**src/rtl/adc_capture_pkg.sv**
```systemverilog
// Shared types and constants for the ADC capture controller.
// Group map: ADC96 groups occupy 0..23, ADC48 groups follow from ADC48_BASE.
package adc_capture_pkg;

    localparam int NUM_GRP_ADC96  = 24;
    localparam int NUM_GRP_ADC48  = 12;
    localparam int ADC48_BASE     = NUM_GRP_ADC96;
    localparam int NUM_GRP_DEF    = ADC48_BASE + NUM_GRP_ADC48;
    localparam int ADDR_W_DEF     = 12;
    localparam int SETTLE_CYC_DEF = 8;

    typedef enum logic [2:0] {
        ST_IDLE      = 3'd0,
        ST_SETTLE    = 3'd1,
        ST_WAIT_TRIG = 3'd2,
        ST_CAPTURE   = 3'd3,
        ST_DONE      = 3'd4
    } cap_state_t;

endpackage

```
**src/rtl/adc_capture_trig.sv**
```systemverilog
// Trigger rising-edge detector and post-select settle counter.
module adc_capture_trig
    import adc_capture_pkg::*;
#(
    parameter int SETTLE_CYC = SETTLE_CYC_DEF
) (
    input  logic clk,
    input  logic rst,
    input  logic trig_in,
    input  logic settle_load,
    output logic trig_rise,
    output logic settle_done
);

    localparam int              CNT_W    = $clog2(SETTLE_CYC + 1);
    localparam logic [CNT_W-1:0] CNT_LOAD = CNT_W'(SETTLE_CYC - 1);
    localparam logic [CNT_W-1:0] CNT_ONE  = CNT_W'(1);

    logic             trig_prev;
    logic [CNT_W-1:0] settle_cnt;

    // The previous-cycle trigger is tracked continuously so a level that is
    // already high when the FSM starts waiting is never seen as an edge.
    always_ff @(posedge clk or posedge rst) begin
        if (rst) begin
            trig_prev  <= 1'b0;
            settle_cnt <= '0;
        end else begin
            trig_prev <= trig_in;
            if (settle_load) begin
                settle_cnt <= CNT_LOAD;
            end else if (settle_cnt != '0) begin
                settle_cnt <= settle_cnt - CNT_ONE;
            end
        end
    end

    assign trig_rise   = trig_in && !trig_prev;
    assign settle_done = (settle_cnt == '0);

endmodule

```
**src/rtl/adc_capture_ctrl.sv**
```systemverilog
// Capture-run sequencer: group select, settle, trigger, stream into capture RAM.
// Optional decimation (DECIM port) is built when ADC_CAPTURE_DECIM_EN is defined.
module adc_capture_ctrl
    import adc_capture_pkg::*;
#(
    parameter int ADDR_W     = ADDR_W_DEF,
    parameter int SETTLE_CYC = SETTLE_CYC_DEF,
    parameter int NUM_GRP    = NUM_GRP_DEF
) (
    input  logic              CLK500M,
    input  logic              RST,
    input  logic              START,
    input  logic              ABORT,
    input  logic [5:0]        GRP_SEL,
    input  logic [ADDR_W:0]   CAPTURE_LEN,
    input  logic              TRIG_MODE,
    input  logic              TRIG_IN,
    input  logic [35:0]       DATA_IN,
`ifdef ADC_CAPTURE_DECIM_EN
    input  logic [3:0]        DECIM,
`endif
    output logic [5:0]        MUX_SEL,
    output logic              WR_EN,
    output logic [ADDR_W-1:0] WR_ADDR,
    output logic [35:0]       WR_DATA,
    output logic              BUSY,
    output logic              DONE,
    output logic              CFG_ERR
);

    localparam logic [5:0]      GRP_LIMIT = 6'(NUM_GRP);
    localparam logic [ADDR_W:0] LEN_MAX   = {1'b1, {ADDR_W{1'b0}}};
    localparam logic [ADDR_W:0] LEN_ONE   = (ADDR_W + 1)'(1);

    cap_state_t        state_q;
    cap_state_t        state_nxt;
    logic              start_win;
    logic              cfg_bad;
    logic              accept;
    logic              write_now;
    logic              last_write;
    logic              trig_rise;
    logic              settle_done;
    logic [5:0]        mux_sel_q;
    logic [ADDR_W:0]   len_q;
    logic [ADDR_W:0]   word_cnt;
    logic              cfg_err_q;
    logic              wr_en_p1;
    logic [ADDR_W-1:0] wr_addr_p1;
    logic [35:0]       wr_data_p1;
`ifdef ADC_CAPTURE_DECIM_EN
    logic [3:0]        decim_q;
    logic [3:0]        phase_q;
`endif

    adc_capture_trig #(
        .SETTLE_CYC (SETTLE_CYC)
    ) u_trig (
        .clk         (CLK500M),
        .rst         (RST),
        .trig_in     (TRIG_IN),
        .settle_load (accept),
        .trig_rise   (trig_rise),
        .settle_done (settle_done)
    );

    always_ff @(posedge CLK500M or posedge RST) begin
        if (RST) begin
            state_q <= ST_IDLE;
        end else begin
            state_q <= state_nxt;
        end
    end

    always_comb begin
        start_win = START && !ABORT && (state_q == ST_IDLE || state_q == ST_DONE);
        cfg_bad   = (GRP_SEL >= GRP_LIMIT) || (CAPTURE_LEN == '0) || (CAPTURE_LEN > LEN_MAX);
        accept    = start_win && !cfg_bad;
`ifdef ADC_CAPTURE_DECIM_EN
        write_now = (state_q == ST_CAPTURE) && (phase_q == 4'd0) && !ABORT;
`else
        write_now = (state_q == ST_CAPTURE) && !ABORT;
`endif
        last_write = write_now && (word_cnt == len_q - LEN_ONE);
        state_nxt  = state_q;
        if (ABORT) begin
            state_nxt = ST_IDLE;
        end else begin
            case (state_q)
                ST_IDLE, ST_DONE: if (accept) state_nxt = ST_SETTLE;
                ST_SETTLE:        if (settle_done) state_nxt = TRIG_MODE ? ST_WAIT_TRIG : ST_CAPTURE;
                ST_WAIT_TRIG:     if (trig_rise) state_nxt = ST_CAPTURE;
                ST_CAPTURE:       if (last_write) state_nxt = ST_DONE;
                default:          state_nxt = ST_IDLE;
            endcase
        end
    end

    // Write stage: DATA_IN captured into the registered RAM write port
    always_ff @(posedge CLK500M or posedge RST) begin
        if (RST) begin
            mux_sel_q  <= '0;
            len_q      <= '0;
            word_cnt   <= '0;
            cfg_err_q  <= 1'b0;
            wr_en_p1   <= 1'b0;
            wr_addr_p1 <= '0;
            wr_data_p1 <= '0;
        end else begin
            cfg_err_q <= start_win && cfg_bad;
            wr_en_p1  <= write_now;
            if (accept) begin
                mux_sel_q <= GRP_SEL;
                len_q     <= CAPTURE_LEN;
                word_cnt  <= '0;
            end
            if (write_now) begin
                wr_data_p1 <= DATA_IN;
                wr_addr_p1 <= word_cnt[ADDR_W-1:0];
                word_cnt   <= word_cnt + LEN_ONE;
            end
        end
    end

`ifdef ADC_CAPTURE_DECIM_EN
    // Phase 0 marks a write cycle; the first CAPTURE cycle always writes.
    always_ff @(posedge CLK500M or posedge RST) begin
        if (RST) begin
            decim_q <= '0;
            phase_q <= '0;
        end else if (accept) begin
            decim_q <= DECIM;
            phase_q <= '0;
        end else if (state_q == ST_CAPTURE) begin
            phase_q <= (phase_q == 4'd0) ? decim_q : phase_q - 4'd1;
        end
    end
`endif

    assign MUX_SEL = mux_sel_q;
    assign WR_EN   = wr_en_p1;
    assign WR_ADDR = wr_addr_p1;
    assign WR_DATA = wr_data_p1;
    assign CFG_ERR = cfg_err_q;
    assign BUSY    = (state_q == ST_SETTLE) || (state_q == ST_WAIT_TRIG) || (state_q == ST_CAPTURE);
    assign DONE    = (state_q == ST_DONE);

endmodule

```
**config.mk**
```make
export PLATFORM = sky130hd
export DESIGN_NAME = adc_capture_ctrl
export DESIGN_NICKNAME = d
export VERILOG_FILES = /design/src/rtl/adc_capture_pkg.sv /design/src/rtl/adc_capture_trig.sv /design/src/rtl/adc_capture_ctrl.sv
export SDC_FILE = /design/constraint.sdc
export NUM_CORES = 1
export LEC_CHECK = 0
export CAP_MARGIN = 20
export CORE_AREA = 2 2 113 82
export CTS_BUF_LIST = sky130_fd_sc_hd__clkbuf_8
export CTS_CLUSTER_DIAMETER = 50
export DETAILED_ROUTE_END_ITERATION = 8
export DIE_AREA = 0 0 115 84
export PLACE_DENSITY = 0.82
export SYNTH_ARGS = -nofsm -noshare
export SYNTH_HDL_FRONTEND = slang
export SYNTH_SLANG_ARGS = --single-unit
```
**constraint.sdc**
```tcl
create_clock -name CLK500M -period 4 [get_ports CLK500M]
set_clock_uncertainty 0.2 [all_clocks]
set_input_delay 0.8 -clock CLK500M [delete_from_list [all_inputs] [get_ports CLK500M]]
set_output_delay 0.8 -clock CLK500M [all_outputs]
set_load 0.03 [all_outputs]
```
==> reports/qor.yml, run 1 <==
status: "finished clean"
period_share_pct: 73.4
maxCapViolCount: 0
required_ns: 3.00
dr_total_vias: 3657
place_inst: 681
relSlewSlack_pct: 52.3
start_util_pct: 47.2
gp_congestion: 0.847
dieArea_sq_um: 9660
tightest_slew_ns: 0.706
wire_per_inst_um: 14.5
post-route-drc-count: 0
seq_area_frac_synth_pct: 54.7
drtPass1Iterations: 5
holdCritStartpoint: "WR_DATA[15]"
clk_pin_slew_ns: 0.09
viasPerCell: 5.25
syn_to_final_growth_pct: 35.6
synth-edff-count: 0
hold-path-endpoint: "WR_DATA[15]"
cts.repair.resized: 0
timing.rr.start: "len_q[0]"
power.density_nw_per_um2: 382
cts_setup_buffers: 0
avgSynthCellArea_sq_um: 8.73
drt.antenna.violating_nets: 0
worst_slack_ns: 1.06
antenna_found_initial: 0
path_max_fanout: 8
rsz0062_at_grt: "false"
port-buffer-count: 118
cts_hold_buffers: 0
slowest_stage: "clkdlybuf4s50_1"
fmax_mhz: 341
boundaryPins: 119
holdCritPathClass: "reg2reg"
critPathKind: "reg2out"
arrival_ns: 1.94
path_cells: "nor2_1, and2_1, clkdlybuf4s50_1"
grt_pass1_wl_um: 17400
synth_top_cells_by_count: "nand2_1, dfrtp_1, clkbuf_1, o21ai_0, nor2_1"
overflow: 0
syn-cell-area_sq_um: 4110
grt_usage_pct: 22.5
hold_path_depth: 2
htreeDepth: 3
dp.final_hpwl_um: 7180
finalWirelength_um: 10100
clk_latency_ns: 0.35
die_h_um: 84
first_global_vias: 3636
cts_root_buf: "clkbuf_8"
crit_path_end_kind: "output port"
grt_max_degree: 61
rows: 29
dieWidth_um: 115
synthArstFlopShare_pct: 100
period_needed_ns: 2.94
critPathBufInv: 1
drive_above_1_share_pct: 5.61
cts.path.max_buffers: 2
r2r_end: "state_q[2]"
dr.first_iter.drc_count: 245
cts_tree: "built"
cpLargestDelayFamily: "buffers and inverters"
synth_cell_types: 53
pre_cts_slack_ns: 0.875
ys_warn_count: 0
ys_ff_latch: 90
synth_top_area_cell: "dfrtp_1"
slew_viol_final: 0
ys_top_cells_by_area: "dfrtp_1, nand2_1, o21ai_0"
peakVddDrop_v: 0.000256
leakage_uw: 0.00270
cts_buffers: 9
fin_cells: 696
final_net_count: 648
fillCellCount: 744
fin_setup_tns_ns: 0
synth.most_common_cell: "nand2_1"
cts_sinks: 90
syn_nets: 535
setup_viol: 0
netlist_instances: 471
worst_setup_path_start_kind: "register"
core_area_sq_um: 8710
synth_top_area_share_pct: 54.7
worst_r2r_path_depth: 8
n_antenna_cell: 0
ys.flop_type: "dfrtp_1"
finalHoldViolCount: 0
r2r_setup_slack_ns: 1.36
slowest_delay_ns: 0.67
==> cell families (layout without fill, tap and decap cells) <==
logic type | Yosys count | count (layout) | synth area share, %
AO/OA/AOI/OAI | 51 | 51 | 8.06
XOR/XNOR | 15 | 15 | 3.19
buffers and inverters | 33 | 150 | 3.10
AND/OR/NAND/NOR | 279 | 279 | 30.0
adder cells (fa/ha/maj) | 3 | 3 | 0.913
flip-flops | 90 | 90 | 54.7
==> cell usage in the layout (no fill, tap or decap), types with 3 or more instances in the layout <==
master,instances
and3_1,3
clkbuf_8,10
o21ai_1,3
buf_4,7
a21oi_1,9
nand4_1,7
clkdlybuf4s50_1,118
nor4_1,5
nor2_1,14
o21ai_0,17
dfrtp_1,90
ha_1,3
clkinvlp_4,3
nand4b_1,3
inv_1,7
nor3_1,4
nand2_1,207
nand3_1,8
xnor2_1,6
nand3b_1,4
nand2b_1,6
a31oi_1,3
xor2_1,9
==> through the flow <==
step | instance area, sq um | util [%] | power [uW] | hold slack (ns)
floorplan | 4110 | - | 1380 | 0.269
global placement | 5400 | 62.0 | 1550 | 0.257
detailed placement | 5400 | 62.0 | 1570 | 0.261
CTS | 5580 | 64.0 | 2140 | 0.283
global route | 5580 | 64.0 | 2240 | 0.299
finish | 5580 | 64.0 | 2130 | 0.280
==> tightest hold or removal path, cell delays in order (launching register included) <==
cell	delay [ns]
dfrtp_1	0.35
nand2_1	0.05
nand2_1	0.05
==> where the power goes <==
group / leakage, uW / internal (uW) / switching [uW]
Clock: 0.0000810 / 243 / 328
Combinational: 0.00140 / 234 / 245
Sequential: 0.00122 / 990 / 88.7
Total: 0.00270 / 1470 / 662
==> routing by layer <==
| layer | up-vias | routed length (um) | track usage, % | share of wire [%] |
|---|---|---|---|---|
| met4 | 0 | 97 | 4.71 | 0.96 |
| met3 | 9 | 670 | 6.90 | 6.6 |
| li1 | 1773 | - | - | - |
| met1 | 1757 | 4640 | 31.3 | 46 |
| met5 | - | 0 | 0 | 0 |
| met2 | 118 | 4710 | 34.9 | 47 |
==> worst max path at each step <==
| stage | slack [ns] | cells past startpoint | start | endpoint |
|---|---|---|---|---|
| 5_1_grt | 0.93 | 3 | state_q[1] | DONE |
| 6_report | 1.06 | 3 | state_q[1] | DONE |
| 4_1_cts | 1.06 | 3 | state_q[1] | DONE |
| 2_1_floorplan | 0.66 | 1 | RST | CFG_ERR |
| 3_3_place_gp | 0.91 | 8 | ABORT | len_q[2] |
| 3_5_place_dp | 0.88 | 8 | ABORT | len_q[1] |
==> layout make-up <==
class,instances,area (sq um),share of cell area [%]
timing repair buffer,125,1230,22.1
multi-input combinational,348,1740,31.2
clock buffer,10,138,2.47
sequential,90,2250,40.4
clock inverter,5,40.0,0.718
inverter,10,38.8,0.696
tap,108,135,2.42
==> registers in the layout (all words and copies together) (netlist names) <==
| signal | flops |
|---|---|
| MUX_SEL | 6 |
| WR_DATA | 36 |
| u_trig.settle_cnt | 4 |
| len_q | 13 |
| u_trig.trig_prev | 1 |
| word_cnt | 13 |
| WR_EN | 1 |
| WR_ADDR | 12 |
| CFG_ERR | 1 |
| state_q | 3 |
No activity file was read; power rests on OpenSTA's default activity.
==> inputs of run 2 (changes only) <==
--- a/config.mk
+++ b/config.mk
@@ -6,12 +6,12 @@
 export NUM_CORES = 1
 export LEC_CHECK = 0
 export CAP_MARGIN = 20
-export CORE_AREA = 2 2 113 82
+export CORE_AREA = 2 2 119 86
 export CTS_BUF_LIST = sky130_fd_sc_hd__clkbuf_8
 export CTS_CLUSTER_DIAMETER = 50
 export DETAILED_ROUTE_END_ITERATION = 8
-export DIE_AREA = 0 0 115 84
-export PLACE_DENSITY = 0.82
+export DIE_AREA = 0 0 121 88
+export PLACE_DENSITY = 0.78
 export SYNTH_ARGS = -nofsm -noshare
 export SYNTH_HDL_FRONTEND = slang
 export SYNTH_SLANG_ARGS = --single-unit
==> constraint.sdc (replaced) <==
create_clock -name CLK500M -period 2.4 [get_ports CLK500M]
set_clock_uncertainty 0.2 [all_clocks]
set_input_delay 0.48 -clock CLK500M [delete_from_list [all_inputs] [get_ports CLK500M]]
set_output_delay 0.48 -clock CLK500M [all_outputs]
set_load 0.03 [all_outputs]
==> run 2 against run 1 <==
The flow now finishes with violations (setup timing). Non-clock buffer count up 33. Clock power grew 84%. Sequential share of layout area is 2.7 points lower. Final cell count increased by 7.8%. Sequential cell count stayed put. Global-route usage fell by 1.9 points. Core utilization decreased by 1.1 points. Count of clock-buffer cells in the layout up 1. Critical path type is now reg2reg. Worst hold slack lost 0.028 ns. Total power grew 79%. Die area up 10%.
==> reports/qor.yml, run 2 (synthesized netlist as in run 1, its figures left out) <==
status: "finished with violations"
violations: "setup timing"
final_net_count: 681
timing.rr.start: "len_q[1]"
finalWirelength_um: 10500
cts_root_buf: "clkbuf_8"
start_util_pct: 43.3
layout_commonest_cell: "nand2_1"
rsz0062_at_grt: "true"
slew_viol_final: 0
leakage_uw: 0.00291
n_antenna_cell: 0
cts_sinks: 90
boundaryPins: 119
fillCellCount: 788
post-route-drc-count: 0
wire_per_inst_um: 13.9
dieWidth_um: 121
critPathKind: "reg2reg"
rows: 30
gp_congestion: 0.807
holdCritPathClass: "in2async"
startpoint: "len_q[1]"
fin_setup_tns_ns: -0.102
slowest_stage: "or4b_4"
clk_latency_ns: 0.36
grt_usage_pct: 20.5
met3_usage_pct: 6.38
die_h_um: 88
overflow: 0
dieArea_sq_um: 10600
core_area_sq_um: 9500
cts_buffers: 9
fmax_mhz: 410
dp.final_hpwl_um: 7640
cts_tree: "built"
path_max_fanout: 4
period_needed_ns: 2.44
port-buffer-count: 118
cts_hold_buffers: 0
power.density_nw_per_um2: 639
htreeDepth: 3
setup_viol: 3
drt.antenna.violating_nets: 0
place_area_sq_um: 5670
viasPerCell: 4.94
tightest_slew_ns: 0.479
grt_util_met1_pct: 26.5
peakVddDrop_v: 0.000387
finalHoldViolCount: 0
final_area_sq_um: 5980
path_cells: "inv_2, ha_4, or4b_4, nor3b_2, buf_4, buf_6, nand3b_1, o211a_1, o21ai_4, a31o_1"
grtUsageMet2_pct: 33.4
slowest_delay_ns: 0.49
worst_setup_path_start_kind: "register"
layout_common_cells: "nand2_1, clkdlybuf4s50_1, dfrtp_1, buf_4, o21ai_0"
required_ns: 2.45
cts.path.max_buffers: 2
first_global_vias: 3789
antenna_found_initial: 0
drtPass1Iterations: 4
crit_path_end_kind: "register"
largest_register_ffs: 36
power_uw: 3820
dr.first_iter.drc_count: 194
maxCapViolCount: 0
worst_slack_ns: -0.0417
relSlewSlack_pct: 67.8
arrival_ns: 2.49
period_share_pct: 102
dr_total_vias: 3708
clk_pin_slew_ns: 0.09
grt_pass1_wl_um: 17200
grt_max_degree: 36
cpLargestDelayFamily: "simple AND/OR/NAND/NOR gates"
drive_above_1_share_pct: 11.7
busiest_layer: "met2"
syn_to_final_growth_pct: 45.3
critPathBufInv: 3
[run 2: changes by cell type in the layout (fill, tap and decap cells not counted), moves of 2 or more]
cell and change:
a41oi_1 -2, a41oi_2 +2, buf_12 +3, buf_4 +29, clkdlybuf4s50_1 -2, inv_2 +2
[run 2: timing repair]
item / 4_1_cts / 5_1_grt
setup endpoints to repair: 4 / 8
gates resized for setup: 7 / 6
pin swaps: 6 / 2
cloned: 0 / 0
setup buffers: 5 / 1
[run 2: path summary, 6_finish.rpt]
kind | end | slack (ns) | cells after the start
max | state_q[2] | -0.04 | 10
min | WR_ADDR[11] | 0.25 | 2
max reg2reg | state_q[2] | -0.04 | 10
min reg2reg | WR_DATA[15] | 0.28 | 2
max in group asynchronous | len_q[8] | 1.22 | 3
min in group CLK500M | WR_DATA[15] | 0.28 | 2
[run 2: area by class of cell]
cell class / instances / area [sq um] / area share (%)
tap: 128 / 160 / 2.68
inverter: 10 / 41.3 / 0.691
sequential: 90 / 2250 / 37.7
clock inverter: 5 / 53.8 / 0.900
timing repair buffer: 158 / 1520 / 25.5
multi-input combinational: 348 / 1800 / 30.0
clock buffer: 11 / 151 / 2.53
[run 2: routing by layer]
metal | vias up | routed length (um) | part of all wire [%]
met4 | 0 | 108 | 1.0
met2 | 102 | 4930 | 47
met1 | 1758 | 4770 | 46
met5 | - | 0 | 0
met3 | 10 | 653 | 6.2
li1 | 1838 | - | -
[run 2: per-stage QoR]
| step | worst slack [ns] | instances | util (%) | hold slack [ns] |
|---|---|---|---|---|
| after floorplan | 0.0335 | 471 | - | 0.269 |
| after global placement | -0.170 | 728 | 59.7 | 0.257 |
| after detailed placement | -0.255 | 728 | 59.7 | 0.263 |
| after CTS | -0.0440 | 749 | 62.5 | 0.245 |
| after global routing | -0.137 | 750 | 63.0 | 0.260 |
| final | -0.0417 | 750 | 63.0 | 0.252 |
[run 2: report_power, final]
group	switching [uW]	internal (uW)
Clock	520	533
Sequential	117	1650
Combinational	483	514
